## src/rtl/seq_bin2bcd_if.sv

```systemverilog
`default_nettype none
// +--------------------------------------------------------------------------+
// | Module      : seq_bin2bcd_if                                             |
// | Description : Handshake and result bundle for the sequential binary to   |
// |               BCD converter. master = requester/display side, slave =    |
// |               converter.                                                 |
// | Revision    : 1.0 - initial release                                      |
// +--------------------------------------------------------------------------+
interface seq_bin2bcd_if #(
   parameter int BIN_W  = 16,
   parameter int DIGITS = 5
);

   logic                  start;
   logic [BIN_W-1:0]      bin_in;
   logic                  enable;
   logic                  busy;
   logic                  done;
   logic                  overflow;
   logic [4*DIGITS-1:0]   bcd_out;

   // Requester drives the operand and display enable, observes the result.
   modport master (
      output start,
      output bin_in,
      output enable,
      input  busy,
      input  done,
      input  overflow,
      input  bcd_out
   );

   // Converter side.
   modport slave (
      input  start,
      input  bin_in,
      input  enable,
      output busy,
      output done,
      output overflow,
      output bcd_out
   );

endinterface : seq_bin2bcd_if
`default_nettype wire

```

## src/rtl/seq_bin2bcd.sv

```systemverilog
`default_nettype none
// +--------------------------------------------------------------------------+
// | Module      : seq_bin2bcd                                                |
// | Description : Multi-cycle binary to BCD converter (double dabble), one   |
// |               operand bit per clock. Registered result with overflow,    |
// |               optional leading-zero blanking and display blanking.       |
// | Revision    : 1.0 - initial release                                      |
// +--------------------------------------------------------------------------+
module seq_bin2bcd #(
   parameter int BIN_W  = 16,
   parameter int DIGITS = 5,
   parameter bit LZB    = 1'b0
) (
   input  logic          clk,
   input  logic          rst_n,
   seq_bin2bcd_if.slave  bus
);

   localparam int               BCD_W    = 4 * DIGITS;
   localparam int               CNT_W    = (BIN_W > 1) ? $clog2(BIN_W) : 1;
   localparam logic [CNT_W-1:0] LAST_CNT = CNT_W'(BIN_W - 1);

   typedef enum logic [1:0] {
      IDLE = 2'd0,
      CONV = 2'd1,
      DONE = 2'd2
   } state_t;

   state_t             state;
   state_t             state_nx;

   // Control strobes decoded by the FSM
   logic               load;      // accept operand this edge
   logic               step;      // perform one add-3/shift step this edge
   logic               finish;    // last step: capture result this edge

   // Conversion datapath
   logic [BIN_W-1:0]   shift_reg;
   logic [BCD_W-1:0]   scratch;
   logic [CNT_W-1:0]   count;
   logic               ovf_tmp;

   logic [BCD_W-1:0]   scratch_adj;
   logic [BCD_W-1:0]   scratch_nx;
   logic [BIN_W-1:0]   shift_nx;
   logic               carry_out;
   logic               ovf_nx;

   // Held result, only updated on DONE entry
   logic [BCD_W-1:0]   result;
   logic               overflow_reg;

   // Display path
   logic [BCD_W-1:0]   display;
   logic               seen_nz;

   // ------------------------------------------------------------------------
   // Add-3 correction: any scratch digit >= 5 would carry after doubling
   // ------------------------------------------------------------------------
   generate
      for (genvar k = 0; k < DIGITS; k++) begin : g_digit
         assign scratch_adj[4*k +: 4] = (scratch[4*k +: 4] >= 4'd5)
                                      ? scratch[4*k +: 4] + 4'd3
                                      : scratch[4*k +: 4];
      end
   endgenerate

   // The concatenated {scratch, shift} register shifts left by one. The bit
   // leaving the top digit is a carry past 10^DIGITS, so it feeds overflow;
   // what stays in the digits is therefore the value mod 10^DIGITS.
   assign scratch_nx = {scratch_adj[BCD_W-2:0], shift_reg[BIN_W-1]};
   assign shift_nx   = shift_reg << 1;
   assign carry_out  = scratch_adj[BCD_W-1];
   assign ovf_nx     = ovf_tmp | carry_out;

   // State register
   always_ff @(posedge clk or negedge rst_n) begin
      if (!rst_n) begin
         state <= IDLE;
      end else begin
         state <= state_nx;
      end
   end

   // Next-state decode and control/handshake outputs
   always_comb begin
      state_nx = state;
      load     = 1'b0;
      step     = 1'b0;
      finish   = 1'b0;
      bus.busy = 1'b0;
      bus.done = 1'b0;
      case (state)
         IDLE: begin
            if (bus.start) begin
               load     = 1'b1;
               state_nx = CONV;
            end
         end
         CONV: begin
            bus.busy = 1'b1;
            step     = 1'b1;
            if (count == LAST_CNT) begin
               finish   = 1'b1;
               state_nx = DONE;
            end
         end
         DONE: begin
            bus.done = 1'b1;
            state_nx = IDLE;
         end
         default: begin
            state_nx = IDLE;
         end
      endcase
   end

   // Conversion working registers: load on start, one step per CONV cycle
   always_ff @(posedge clk or negedge rst_n) begin
      if (!rst_n) begin
         shift_reg <= '0;
         scratch   <= '0;
         count     <= '0;
         ovf_tmp   <= 1'b0;
      end else if (load) begin
         shift_reg <= bus.bin_in;
         scratch   <= '0;
         count     <= '0;
         ovf_tmp   <= 1'b0;
      end else if (step) begin
         shift_reg <= shift_nx;
         scratch   <= scratch_nx;
         count     <= count + CNT_W'(1);
         ovf_tmp   <= ovf_nx;
      end
   end

   // Result capture on the final step, so a reset mid-conversion never
   // exposes a partial value
   always_ff @(posedge clk or negedge rst_n) begin
      if (!rst_n) begin
         result       <= '0;
         overflow_reg <= 1'b0;
      end else if (finish) begin
         result       <= scratch_nx;
         overflow_reg <= ovf_nx;
      end
   end

   // Display formatting: leading-zero blanking from the top down, digit 0 is
   // always shown; display disable overrides everything with the blank code
   always_comb begin
      display = result;
      seen_nz = 1'b0;
      for (int k = DIGITS - 1; k >= 1; k--) begin
         if (result[4*k +: 4] != 4'd0) begin
            seen_nz = 1'b1;
         end
         if (LZB && !seen_nz) begin
            display[4*k +: 4] = 4'hF;
         end
      end
      if (!bus.enable) begin
         display = '1;
      end
   end

   assign bus.bcd_out  = display;
   assign bus.overflow = overflow_reg;

endmodule : seq_bin2bcd
`default_nettype wire
```

## src/flat_wrapper.sv

```systemverilog
// flat-port wrapper written by rule: the top's interface ports become plain ports
module seq_bin2bcd_flat 
#(
   parameter int BIN_W  = 16,
   parameter int DIGITS = 5,
   parameter bit LZB    = 1'b0
)
  (clk, rst_n, bus_start, bus_bin_in, bus_enable, bus_busy, bus_done, bus_overflow, bus_bcd_out);
  seq_bin2bcd_if #(.BIN_W(BIN_W), .DIGITS(DIGITS)) bus_i ();
  input  logic clk;
  input  logic rst_n;
  input wire logic [$bits(bus_i.start)-1:0] bus_start;
  input wire logic [$bits(bus_i.bin_in)-1:0] bus_bin_in;
  input wire logic [$bits(bus_i.enable)-1:0] bus_enable;
  output wire logic [$bits(bus_i.busy)-1:0] bus_busy;
  output wire logic [$bits(bus_i.done)-1:0] bus_done;
  output wire logic [$bits(bus_i.overflow)-1:0] bus_overflow;
  output wire logic [$bits(bus_i.bcd_out)-1:0] bus_bcd_out;
  assign bus_i.start = bus_start;
  assign bus_i.bin_in = bus_bin_in;
  assign bus_i.enable = bus_enable;
  assign bus_busy = bus_i.busy;
  assign bus_done = bus_i.done;
  assign bus_overflow = bus_i.overflow;
  assign bus_bcd_out = bus_i.bcd_out;
  seq_bin2bcd #(.BIN_W(BIN_W), .DIGITS(DIGITS), .LZB(LZB)) u_core (.clk(clk), .rst_n(rst_n), .bus(bus_i));
endmodule
```

## config.mk

```make
export PLATFORM = sky130hd
export DESIGN_NAME = seq_bin2bcd_flat
export DESIGN_NICKNAME = d
export VERILOG_FILES = /design/src/rtl/seq_bin2bcd_if.sv /design/src/rtl/seq_bin2bcd.sv /design/src/flat_wrapper.sv
export SDC_FILE = /design/constraint.sdc
export NUM_CORES = 1
export LEC_CHECK = 0
export ABC_CLOCK_PERIOD_IN_PS = 1500
export CAP_MARGIN = 10
export CORE_ASPECT_RATIO = 1.5
export CORE_MARGIN = 2
export CORE_UTILIZATION = 50
export DETAILED_ROUTE_END_ITERATION = 7
export PLACE_DENSITY = 0.76
export REMOVE_ABC_BUFFERS = 1
export SLEW_MARGIN = 20
export SYNTH_ARGS = -nofsm -noshare
export SYNTH_HDL_FRONTEND = slang
export SYNTH_SLANG_ARGS = --single-unit
```

## constraint.sdc

```tcl
create_clock -name clk -period 1.5 [get_ports clk]
set_input_delay 0.15 -clock clk [delete_from_list [all_inputs] [get_ports clk]]
set_output_delay 0.15 -clock clk [all_outputs]
set_load 0.01 [all_outputs]
```

==> qor.json <==
{
  "logic_synthesis": {
    "asyncSetResetFlopFracSynth": 1.00,
    "synth.ff_latch_count": 64,
    "number_of_flops_mapped_to_enable_cells_by_yosys": 0,
    "synthDistinctLibCells": 32,
    "synth_top_family_by_area": "compound AO/OA/AOI/OAI gates",
    "synth_adder_area_share": 0.0417,
    "post_synth_mux_area_share": 0.0341,
    "netlist.area_leader.share": 0.486,
    "synth.most_common_cell": "sky130_fd_sc_hd__dfrtp_1",
    "yosysSeqAreaShare": 0.486,
    "synth_top_cells_by_count": "sky130_fd_sc_hd__dfrtp_1, sky130_fd_sc_hd__o21ai_0, sky130_fd_sc_hd__nand2_1",
    "synth_area_sq_um": 3300,
    "synth_warnings": 0,
    "postSynthAreaPerCell_sq_um": 9.79,
    "synth_simple_gate_area_share": 0.170,
    "synthCells": 337,
    "flip_flop_cell_with_the_highest_count_after_synthesis": "sky130_fd_sc_hd__dfrtp_1",
    "yosys.area_share.xor_xnor": 0.0133,
    "synth_area_leader_cell": "sky130_fd_sc_hd__dfrtp_1",
    "synth-compound-area-share": 0.201,
    "synth.area.top_cells": "sky130_fd_sc_hd__dfrtp_1, sky130_fd_sc_hd__o21ai_0, sky130_fd_sc_hd__nand2b_1"
  },
  "sta": {
    "finClkSkew_ns": 0.0101,
    "worst_pin_slew_ns": 0.343,
    "relSlewSlack": 0.771,
    "period_share": 1.01,
    "timing.fmax_mhz": 663,
    "postLayoutSetupSlackWorst_ns": -0.00841,
    "min_period_ns": 1.51,
    "totalNegativeSetupSlack_ns": -0.0111,
    "hold_viol": 0,
    "number_of_setup_violations_in_the_final_report": 2,
    "setup_repair_after_global_routing_missed_its_margin": "yes",
    "slew_viol_final": 0
  },
  "final_layout": {
    "num-fill-cells": 489,
    "final_standard_cell_utilization_of_the_core": 0.695,
    "nets": 446,
    "insertedDiodeCount": 0,
    "final_instance_count_without_filler_cells": 495,
    "multiInputGateArea_sq_um": 1750,
    "seqCellArea_sq_um": 1600,
    "fraction_of_final_layout_cells_with_drive_strength_greater_than_1": 0.284,
    "syn_to_final_growth_pct": 35.8
  },
  "setup_path": {
    "critical_path.max_fanout": 4,
    "critPathLaunchType": "register",
    "worstPathRequired_ns": 1.73,
    "timing_worst_setup_path_type": "reg2reg",
    "reg2reg_depth": 6,
    "cp.arrival_ns": 1.74,
    "critPathCaptureType": "register"
  },
  "floorplan": {
    "start_util": 0.512,
    "die_wd_microns": 70.3,
    "io-pin-count": 43,
    "die_area_sq_um": 7280,
    "core_area_sq_um": 6440,
    "fp.dieH_microns": 103,
    "num_rows": 36
  },
  "global_route": {
    "first_global_vias": 2874,
    "grt_util_met1": 0.241,
    "grt_most_used_layer": "met2",
    "global_route.usage.met2": 0.406,
    "grt.met3_usage": 0.0543,
    "grt_pass1_wl_mm": 12.6,
    "antenna_found_initial": 0,
    "grt_util_all_layers": 0.221,
    "grt_start_max_net_pins": 65,
    "grt_remaining_overflow": 0
  },
  "place": {
    "numPlacedInstances": 475,
    "hpwl_mm": 4.76,
    "place_congestion": 0.832,
    "dp_slack_ns": -0.0712,
    "port-buffer-count": 42
  },
  "routing": {
    "viasPerCell": 5.58,
    "routed_wirelength_mm": 7.53,
    "wl_per_cell_microns": 15.2,
    "dr.first_iter.drc_count": 110,
    "dr_total_vias": 2762,
    "final_antenna_violating_net_count": 0,
    "residual_drc_count": 0,
    "detailed_router_iteration_count_before_antenna_repair": 4
  },
  "power_and_ir_drop": {
    "switching_power_mw": 3.73,
    "power.density_nw_per_um2": 2190,
    "power_frac_comb": 0.531,
    "power_report.internal_total_mw": 6.08,
    "swShare": 0.380,
    "seq_power_share": 0.323,
    "clk_network_pwr_share": 0.146,
    "cellLeakagePower_nw": 1.97,
    "vdd_drop_max_mv": 1.15
  },
  "clocking": {
    "ctsLongestPathBuffers": 2,
    "clk_pin_slew_worst_paths_ns": 0.07,
    "cts-buffers-inserted": 9,
    "cts.htree.levels": 3,
    "clk_root_buffer_cell": "sky130_fd_sc_hd__clkbuf_8",
    "clock_latency_reported_for_the_late_side_of_the_worst_skew_pair_ns": 0.35,
    "cts_tree": "yes",
    "cts_sinks": 64
  },
  "run": {
    "cap_viol_max_count": 0
  },
  "run_status": {
    "outcome": "finished, violations left",
    "failed_checks": "negative setup slack"
  },
  "worst_hold_path": {
    "min-delay-path-class": "in2async"
  }
}
==> final cells by class <==
cell class              instances  share of cell area
multi-input cells             240               0.390
clock inverters                 2             0.00279
repair buffers                 87               0.175
clock buffers                  13              0.0399
flip-flops and latches         64               0.358
inverters                      13              0.0137
well taps                      76              0.0212
==> repair_timing <==
item | in CTS | in global routing
endpoints found under the hold margin | 64 | 0
endpoints found under the setup margin | 36 | 23
gates resized for setup | 44 | 48
hold buffers | 1 | 0
pin swaps | 5 | 10
buffers inserted | 4 | 0
==> kinds of logic after synthesis <==
family	Yosys count
adder cells (fa/ha/maj)	11
multiplexers	10
AND/OR/NAND/NOR	102
AO/OA/AOI/OAI	112
buffers and inverters	33
flip-flops	64
XOR/XNOR	5
==> path summary, 6_finish.rpt <==
path / start / end / slack, ns
hold / removal: rst_n / u_core.shift_reg[5]$_DFFE_PN0P_ / 0.34
min in group clk: bus_bin_in[3] / u_core.shift_reg[3]$_DFFE_PN0P_ / 0.42
hold reg to reg: u_core.result[0]$_DFFE_PN0P_ / u_core.result[0]$_DFFE_PN0P_ / 0.47
setup reg to reg: u_core.scratch[0]$_DFFE_PN0P_ / u_core.result[1]$_DFFE_PN0P_ / -0.008
setup / recovery: u_core.scratch[0]$_DFFE_PN0P_ / u_core.result[1]$_DFFE_PN0P_ / -0.008
max in group asynchronous: rst_n / u_core.scratch[2]$_DFFE_PN0P_ / 0.88
==> critical path, cell delays in order, from the launching register on <==
cell	delay, ns
sky130_fd_sc_hd__dfrtp_1	0.43
sky130_fd_sc_hd__ha_2	0.18
sky130_fd_sc_hd__nand2b_4	0.15
sky130_fd_sc_hd__a21oi_4	0.19
sky130_fd_sc_hd__buf_6	0.13
sky130_fd_sc_hd__xnor2_2	0.06
sky130_fd_sc_hd__mux2_4	0.26
==> cells in the final DEF (no fill, tap or decap), types with 3 or more instances in the layout <==
master | netlist | final
sky130_fd_sc_hd__dfrtp_1 | 64 | 64
sky130_fd_sc_hd__o21ai_0 | 54 | 44
sky130_fd_sc_hd__buf_4 | 1 | 37
sky130_fd_sc_hd__nand2_1 | 31 | 31
sky130_fd_sc_hd__a21oi_1 | 28 | 23
sky130_fd_sc_hd__nand2b_1 | 25 | 20
sky130_fd_sc_hd__dlygate4sd2_1 | 0 | 20
sky130_fd_sc_hd__clkdlybuf4s50_1 | 0 | 19
sky130_fd_sc_hd__nor2b_1 | 18 | 18
sky130_fd_sc_hd__a22oi_1 | 15 | 15
sky130_fd_sc_hd__clkbuf_8 | 0 | 13
sky130_fd_sc_hd__a22o_1 | 8 | 8
sky130_fd_sc_hd__inv_2 | 0 | 6
sky130_fd_sc_hd__inv_1 | 12 | 6
sky130_fd_sc_hd__nand2b_4 | 0 | 6
sky130_fd_sc_hd__nor3b_1 | 6 | 6
sky130_fd_sc_hd__nor3_1 | 6 | 6
sky130_fd_sc_hd__o21ai_1 | 0 | 6
sky130_fd_sc_hd__a21oi_4 | 0 | 5
sky130_fd_sc_hd__mux2_4 | 0 | 5
sky130_fd_sc_hd__mux2_2 | 10 | 5
sky130_fd_sc_hd__ha_2 | 0 | 5
sky130_fd_sc_hd__o21ai_2 | 0 | 4
sky130_fd_sc_hd__xnor2_2 | 0 | 4
sky130_fd_sc_hd__nor2_1 | 4 | 4
sky130_fd_sc_hd__ha_4 | 0 | 4
sky130_fd_sc_hd__buf_12 | 1 | 4
sky130_fd_sc_hd__nand3_1 | 3 | 3
sky130_fd_sc_hd__or3b_2 | 4 | 3
sky130_fd_sc_hd__nor2_2 | 3 | 3
sky130_fd_sc_hd__a31oi_2 | 3 | 3
sky130_fd_sc_hd__buf_6 | 2 | 3
==> layer usage <==
layer | vias up | part of all wire
met5 | - | 0
met4 | 0 | 0.019
met3 | 11 | 0.036
met2 | 61 | 0.53
met1 | 1368 | 0.42
li1 | 1322 | -
==> metrics by stage <==
stage	hold WS [ns]	power, mW	cell area, sq um
after floorplan	-0.146	5.52	3180
after global placement	0.192	7.24	4030
after detailed placement	0.189	7.44	4030
after CTS	0.335	9.06	4290
after global routing	0.364	10.6	4480
final	0.340	9.81	4480
==> power groups by stage <==
stage | clock (mW) | combinational, mW | sequential, mW
after global placement | 0 | 4.19 | 3.05
after detailed placement | 0 | 4.35 | 3.09
after CTS | 1.46 | 4.52 | 3.09
after floorplan | 0 | 2.49 | 3.03
final | 1.43 | 5.21 | 3.17
after global routing | 1.52 | 5.78 | 3.26
Note: power is estimated with default switching activity, not from simulation.
